--- src/rtl/sauria_pkg.sv ---
// Shared SAURIA constants: configuration register layout, register map
// addresses and the config-controller state encoding.
package sauria_pkg;

    localparam int TOTAL_REGS_CON = 8;
    localparam int TOTAL_REGS_ACT = 8;
    localparam int TOTAL_REGS_WEI = 8;
    localparam int TOTAL_REGS_OUT = 8;

    localparam int CFG_REG_W  = 32;
    localparam int CFG_N_REGS = TOTAL_REGS_CON + TOTAL_REGS_ACT + TOTAL_REGS_WEI + TOTAL_REGS_OUT;

    // Word offsets of each group inside the packed active configuration
    localparam int CFG_BASE_CON = 0;
    localparam int CFG_BASE_ACT = CFG_BASE_CON + TOTAL_REGS_CON;
    localparam int CFG_BASE_WEI = CFG_BASE_ACT + TOTAL_REGS_ACT;
    localparam int CFG_BASE_OUT = CFG_BASE_WEI + TOTAL_REGS_WEI;

    localparam int CFG_ADDR_CTRL   = 0;
    localparam int CFG_ADDR_STATUS = 1;
    localparam int CFG_ADDR_SHADOW = 2;

    typedef enum logic [1:0] {
        CFG_IDLE,
        CFG_COMMIT,
        CFG_RUN
    } cfg_state_t;

endpackage

--- src/rtl/sauria_cfg_shadow_regs.sv ---
// Double-buffered SAURIA configuration registers: host fills shadow words while
// the core runs, a START commits shadow->active and pulses the core start.
module sauria_cfg_shadow_regs
    import sauria_pkg::*;
#(
    parameter int REG_W  = CFG_REG_W,
    parameter int N_REGS = CFG_N_REGS,
    parameter int ADDR_W = $clog2(N_REGS + 2)
) (
    input  logic                    i_clk,
    input  logic                    i_rstn,
    input  logic                    i_cfg_req,
    input  logic                    i_cfg_we,
    input  logic [ADDR_W-1:0]       i_cfg_addr,
    input  logic [REG_W-1:0]        i_cfg_wdata,
    output logic                    o_cfg_rvalid,
    output logic [REG_W-1:0]        o_cfg_rdata,
    output logic [N_REGS*REG_W-1:0] o_cfg_active,
    output logic                    o_start,
    input  logic                    i_done,
    output logic                    o_irq
);

    logic [REG_W-1:0]  shadow [N_REGS];
    logic [REG_W-1:0]  active [N_REGS];
    logic [N_REGS-1:0] shadow_sel;
    logic [N_REGS-1:0] shadow_we;

    cfg_state_t state, state_d;
    logic       pending, pending_d;
    logic       irq_en, done_sticky, err_sticky;
    logic       done_set, err_set;

    logic       wr, rd, ctrl_sel, status_sel, unmapped, start_req;
    logic       done_w1c, err_w1c, busy;
    logic [REG_W-1:0] rd_mux;

    assign wr         = i_cfg_req & i_cfg_we;
    assign rd         = i_cfg_req & ~i_cfg_we;
    assign ctrl_sel   = (i_cfg_addr == ADDR_W'(CFG_ADDR_CTRL));
    assign status_sel = (i_cfg_addr == ADDR_W'(CFG_ADDR_STATUS));
    assign unmapped   = ~(ctrl_sel | status_sel | (|shadow_sel));
    assign start_req  = wr & ctrl_sel & i_cfg_wdata[0];
    assign done_w1c   = wr & status_sel & i_cfg_wdata[2];
    assign err_w1c    = wr & status_sel & i_cfg_wdata[3];
    assign busy       = (state != CFG_IDLE);
    assign o_irq      = done_sticky & irq_en;

    always_comb begin
        for (int k = 0; k < N_REGS; k++) begin
            shadow_sel[k] = (i_cfg_addr == ADDR_W'(k + CFG_ADDR_SHADOW));
        end
        shadow_we = shadow_sel & {N_REGS{wr}};
    end

    for (genvar k = 0; k < N_REGS; k++) begin : g_reg
        // NOTE: the register file is reset word by word so the core never sees stale
        // configuration after a mid-job reset; it is flops, not a RAM macro.
        always_ff @(posedge i_clk or negedge i_rstn) begin
            if (!i_rstn) begin
                shadow[k] <= '0;
                active[k] <= '0;
            end else begin
                if (shadow_we[k]) shadow[k] <= i_cfg_wdata;
                // Copy uses the pre-write shadow value when a write lands in the same cycle
                if (state == CFG_COMMIT) active[k] <= shadow[k];
            end
        end
        assign o_cfg_active[k*REG_W +: REG_W] = active[k];
    end

    always_comb begin
        // NOTE: every combinational output gets a default first so no path infers a latch.
        state_d   = state;
        pending_d = pending;
        done_set  = 1'b0;
        err_set   = wr & unmapped;
        case (state)
            CFG_IDLE: begin
                if (i_done) err_set = 1'b1;
                if (start_req) state_d = CFG_COMMIT;
            end
            CFG_COMMIT: begin
                state_d = CFG_RUN;
                if (i_done) err_set = 1'b1;
                if (start_req) begin
                    if (pending) err_set = 1'b1;
                    else pending_d = 1'b1;
                end
            end
            CFG_RUN: begin
                if (i_done) begin
                    done_set = 1'b1;
                    if (pending) begin
                        pending_d = 1'b0;
                        state_d   = CFG_COMMIT;
                    end else begin
                        state_d = CFG_IDLE;
                    end
                end
                // A start arriving with done sees the post-done view of the queue
                if (start_req) begin
                    if (state_d == CFG_IDLE) state_d = CFG_COMMIT;
                    else if (pending_d) err_set = 1'b1;
                    else pending_d = 1'b1;
                end
            end
            default: state_d = CFG_IDLE;
        endcase
    end

    always_comb begin
        rd_mux = '0;
        if (ctrl_sel) rd_mux[1] = irq_en;
        if (status_sel) rd_mux[3:0] = {err_sticky, done_sticky, pending, busy};
        for (int k = 0; k < N_REGS; k++) begin
            if (shadow_sel[k]) rd_mux = shadow[k];
        end
    end

    always_ff @(posedge i_clk or negedge i_rstn) begin
        // NOTE: non-blocking assignments so every flop samples pre-edge values.
        if (!i_rstn) begin
            state        <= CFG_IDLE;
            pending      <= 1'b0;
            irq_en       <= 1'b0;
            done_sticky  <= 1'b0;
            err_sticky   <= 1'b0;
            o_start      <= 1'b0;
            o_cfg_rvalid <= 1'b0;
            o_cfg_rdata  <= '0;
        end else begin
            state        <= state_d;
            pending      <= pending_d;
            o_start      <= (state == CFG_COMMIT);
            o_cfg_rvalid <= rd;
            if (rd) o_cfg_rdata <= rd_mux;
            if (wr && ctrl_sel) irq_en <= i_cfg_wdata[1];
            // Hardware set beats a simultaneous write-one-to-clear
            done_sticky  <= done_set | (done_sticky & ~done_w1c);
            err_sticky   <= err_set | (err_sticky & ~err_w1c);
        end
    end

endmodule

--- config.mk ---
export PLATFORM = sky130hd
export DESIGN_NAME = sauria_cfg_shadow_regs
export DESIGN_NICKNAME = d
export VERILOG_FILES = /design/src/rtl/sauria_pkg.sv /design/src/rtl/sauria_cfg_shadow_regs.sv
export SDC_FILE = /design/constraint.sdc
export NUM_CORES = 2
export LEC_CHECK = 0
export ABC_AREA = 0
export CAP_MARGIN = 20
export CELL_PAD_IN_SITES_DETAIL_PLACEMENT = 1
export CELL_PAD_IN_SITES_GLOBAL_PLACEMENT = 1
export CORE_MARGIN = 3
export CORE_UTILIZATION = 44
export CTS_CLUSTER_SIZE = 30
export DETAILED_ROUTE_END_ITERATION = 6
export PLACE_DENSITY = 0.87
export RECOVER_POWER = 100
export SYNTH_ARGS = -nofsm -noshare
export SYNTH_HDL_FRONTEND = slang
export SYNTH_SLANG_ARGS = --single-unit
--- constraint.sdc ---
create_clock -name i_clk -period 2.1 [get_ports i_clk]
set_clock_uncertainty 0.05 [all_clocks]
set_input_delay 0.42 -clock i_clk [delete_from_list [all_inputs] [get_ports i_clk]]
set_output_delay 0.42 -clock i_clk [all_outputs]
set_load 0.02 [all_outputs]
==> impl_metrics.toml <==
[synth]
synth_warnings = 0
postSynth.asyncResetShare_pct = 100.0
synth.largest_area_cell = "sky130_fd_sc_hd__dfrtp_1"
post-synth-top-count-cell = "sky130_fd_sc_hd__nand2_1"
netlist_instances = 8239
synth_fp_nets = 8282
synth_seq_area_share_pct = 60.00
synth.lib_cells_used.distinct = 81
synth_enable_flop_cells = 0
post_synth_and_or_nand_nor_area_fraction_pct = 16.43
synth.top_cell.area_share_pct = 60.00
synth_top_family_by_area = "simple AND/OR/NAND/NOR gates"
syn_area_per_cell_um2 = 10.57
synth.top_cells.by_count = "3164 x sky130_fd_sc_hd__nand2_1, 2088 x sky130_fd_sc_hd__dfrtp_1, 1032 x sky130_fd_sc_hd__mux2_2"
syn-cell-area_mm2 = 0.08708
yosys_register_bits = 2088
muxShareOfSynthArea_pct = 13.44
yosys.area_share.adder_pct = 0
synth_compound_area_share_pct = 7.170
synth-xor-area-share_pct = 0.01006
netlist_top_cells_area = "sky130_fd_sc_hd__dfrtp_1 60%, sky130_fd_sc_hd__nand2_1 14%, sky130_fd_sc_hd__mux2_2 13%, sky130_fd_sc_hd__clkbuf_1 1.8%, sky130_fd_sc_hd__o21ai_0 0.88%"
synth_ff_type = "sky130_fd_sc_hd__dfrtp_1"

[worst_setup_path]
setup.worst_path.end_class = "flip-flop"
crit_path_max_incr_delay_ns = 0.48
r2r_slack_ns = -0.16
critPathMaxFanout = 2
critical-path-top-cell-by-count = "sky130_fd_sc_hd__o21ai_1"
r2r_start = "shadow[755]$_DFFE_PN0P_"
reg2regPathDepth = 9
timing.critical_path.required_ns = 2.82
cp-start-kind = "flip-flop"
path_buf_inv = 2
critPathSlowestCell = "sky130_fd_sc_hd__dfrtp_2"
cp_cell_sequence = "mux2i_2, o21ai_1, o21ai_1, a31oi_1, buf_4, nor4_4, buf_4, o31a_1, o21ai_1"
timing.setup.critical_path_class = "reg2reg"
critPathTopFamily = "compound AO/OA/AOI/OAI gates"
crit_arrival_ns = 2.99
regToRegEndpoint = "o_cfg_rdata[19]$_DFFE_PN0P_"

[clock_tree]
clock_buffer_count_from_cts = 213
clock_path_buffers = 3
clk-insertion-delay-late_ns = 0.91
ctsHtreeMaxLevel = 4
clock_tree_root = "sky130_fd_sc_hd__clkbuf_16"
worst_setup_hold_path_clk_slew_ns = 0.06
numClockSinks = 2088
clock_tree_from_tritoncts = "done"

[die]
ios = 1102
floorplan.die_area_mm2 = 0.2033
core_area_mm2 = 0.1958
die_width_um = 450.9
initial_utilization_pct = 44.47
std_cell_rows = 162
die_y_um = 450.9

[worst_hold_path]
hold_path.class = "in2async"

[timing]
final_period_minus_worst_setup_slack_ns = 2.263
timing.final.crit_share_pct = 107.8
timing.final.max_slew_violations = 0
setup_violations = 62
finalHoldViolCount = 0
setup_slack_ns = -0.1634
timing_worst_slew_pin_value_ns = 1.486
fmax_mhz = 441.8
timing.max_slew.rel_slack_pct = 0.9411
rsz0062_at_grt = "true"

[drt]
route.vias.total = 85720
drc_errors = 0
post_drt_wl_per_cell_um = 41.34
drt_first_pass_iters = 7
iteration_0_drc_count_of_the_detailed_router = 10790
post_drt_via_cell_ratio = 6.535
wirelength_um = 542200
antenna_left = 0

[placement]
detailedPlace.worstSlack_ns = -2.511
hpwlAfterDp_um = 373900
io_buffer_count = 1101
gp_routability_congestion = 1.033

[grt]
grt_pass1_vias = 88580
globalRoute.totalOverflow = 0
maximum_number_of_pins_on_one_net_before_global_route_repair = 145
total_global_routing_track_utilization_pct = 51.36
antenna_violations_before_repair = 64
grt_pass1_wl_um = 731000

[power_and_ir_drop]
cell_area_power_density_mw_per_mm2 = 790.5
leakage_nw = 61.58
power_w = 0.09511
ir_drop_mv = 0.7901

[outcome]
run_status = "finished, violations left"
violations_in_the_final_reports = "negative setup slack"

[run]
max_cap_violations = 0

[cells_and_area]
fillerInstances = 20040
post_route_cells_drive_above_1_share_pct = 37.45
area.growth.synth_to_final_pct = 38.16
finalNetCount = 10270
[worst register-to-register path: cells and delay by family (launching register included)]
kind                   cells  cell delay [ns]
buffers and inverters      2             0.37
flip-flops                 1             0.48
multiplexers               1             0.25
AO/OA/AOI/OAI              5             0.62
AND/OR/NAND/NOR            1             0.38
[flip-flops by register name, summed over array words and instances, names as in the netlist]
register	count
o_cfg_rdata	32
o_cfg_active	1024
shadow	1024
o_cfg_rvalid	1
irq_en	1
pending	1
done_sticky	1
o_start	1
err_sticky	1
state	2
[cell families (layout without fill, tap and decap cells)]
family / count (synthesis) / count (layout)
other: 0 / 89
muxes: 1040 / 1040
AOI/OAI and AO/OA: 884 / 884
xor gates and xnor gates: 1 / 1
DFF: 2088 / 2088
buffers and inverters: 613 / 2777
and+or+nand+nor: 3613 / 3613
[layout by cell type (no fill, tap or decap), types with 20 or more instances in the layout]
cell,synthesis,layout
sky130_fd_sc_hd__nor2_1,160,132
sky130_fd_sc_hd__o21ai_0,153,128
sky130_fd_sc_hd__a221o_1,45,41
sky130_fd_sc_hd__nand2_1,3164,3147
sky130_fd_sc_hd__o21ai_1,10,25
sky130_fd_sc_hd__buf_12,0,177
sky130_fd_sc_hd__mux2_2,1032,970
sky130_fd_sc_hd__o22ai_1,101,84
sky130_fd_sc_hd__and3_1,29,21
sky130_fd_sc_hd__buf_4,20,916
sky130_fd_sc_hd__dfrtp_2,0,52
sky130_fd_sc_hd__o211ai_1,27,27
sky130_fd_sc_hd__clkbuf_8,0,46
sky130_fd_sc_hd__nor3_1,48,33
sky130_fd_sc_hd__a21oi_1,142,121
sky130_fd_sc_hd__buf_6,5,76
sky130_fd_sc_hd__nor4_1,32,20
sky130_fd_sc_hd__clkbuf_4,0,23
sky130_fd_sc_hd__clkbuf_16,0,224
sky130_fd_sc_hd__or3_1,34,29
sky130_fd_sc_hd__a221oi_2,0,20
sky130_fd_sc_hd__clkinv_2,0,40
sky130_fd_sc_hd__buf_2,120,211
sky130_fd_sc_hd__o221ai_1,31,22
sky130_fd_sc_hd__mux2_4,0,60
sky130_fd_sc_hd__clkbuf_1,417,93
sky130_fd_sc_hd__a22oi_1,92,81
sky130_fd_sc_hd__clkbuf_2,0,61
sky130_fd_sc_hd__nor2_2,9,24
sky130_fd_sc_hd__clkdlybuf4s15_2,0,663
sky130_fd_sc_hd__nand3_1,56,43
sky130_fd_sc_hd__clkdlybuf4s15_1,0,157
sky130_fd_sc_hd__a22o_1,30,29
sky130_fd_sc_hd__a221oi_1,71,46
sky130_fd_sc_hd__diode_2,0,89
sky130_fd_sc_hd__dfrtp_1,2088,2034
[worst max path at each step]
stage / start / endpoint / slack (ns) / cells after the start
2_1_floorplan: i_cfg_addr[5] / o_cfg_rdata[9]$_DFFE_PN0P_ / -0.31 / 10
3_3_place_gp: i_cfg_addr[5] / o_cfg_rdata[25]$_DFFE_PN0P_ / -2.45 / 13
3_5_place_dp: i_cfg_addr[5] / o_cfg_rdata[25]$_DFFE_PN0P_ / -2.51 / 13
4_1_cts: irq_en$_DFFE_PN0P_ / o_irq / -0.16 / 3
5_1_grt: i_cfg_addr[5] / o_cfg_rdata[25]$_DFFE_PN0P_ / -0.11 / 12
6_report: shadow[755]$_DFFE_PN0P_ / o_cfg_rdata[19]$_DFFE_PN0P_ / -0.16 / 9
[cell type report]
cell class | instances | area [um2] | share of cell area (%)
Clock buffer | 309 | 6257 | 5.201
Antenna cell | 89 | 222.7 | 0.1851
Inverter | 17 | 71.32 | 0.05928
Tap cell | 2624 | 3283 | 2.729
Multi-Input combinational cell | 5538 | 34500 | 28.68
Timing Repair Buffer | 2372 | 22730 | 18.89
Clock inverter | 79 | 932.1 | 0.7747
Sequential cell | 2088 | 52320 | 43.49
[power breakdown]
group | internal, W | switching (W)
combinational | 0.00352 | 0.00552
sequential | 0.0421 | 0.00333
clock | 0.0226 | 0.0180
total | 0.0682 | 0.0269
[stage by stage]
stage,instances,util [%],hold slack (ns),setup TNS [ns],cell area [um2]
finish,13120,61.45,0.08557,-2.310,120300
global route,13080,61.40,0.05767,-6.031,120200
CTS,12990,61.22,0.03731,-0.7335,119900
detailed placement,12560,56.60,0.2890,-1001.92,110800
global placement,12560,56.60,0.3052,-977.44,110800
floorplan,8239,-,0.07441,-168.70,87650
[metal layers]
layer / track usage [%] / part of all wire (%)
met3: 15.32 / 11
met4: 44.87 / 11
met2: 79.27 / 44
met1: 58.06 / 33
met5: 0 / 0.042
[repair_timing]
action / 4_1_cts / 5_1_grt
endpoints found under the hold margin: 1038 / 0
setup buffers: 46 / 39
hold buffers: 3 / 0
cloned: 8 / 6
setup endpoints to repair: 1572 / 89
gates resized for setup: 3557 / 258
pin swaps: 64 / 77
(Power assumes the default switching activity.)
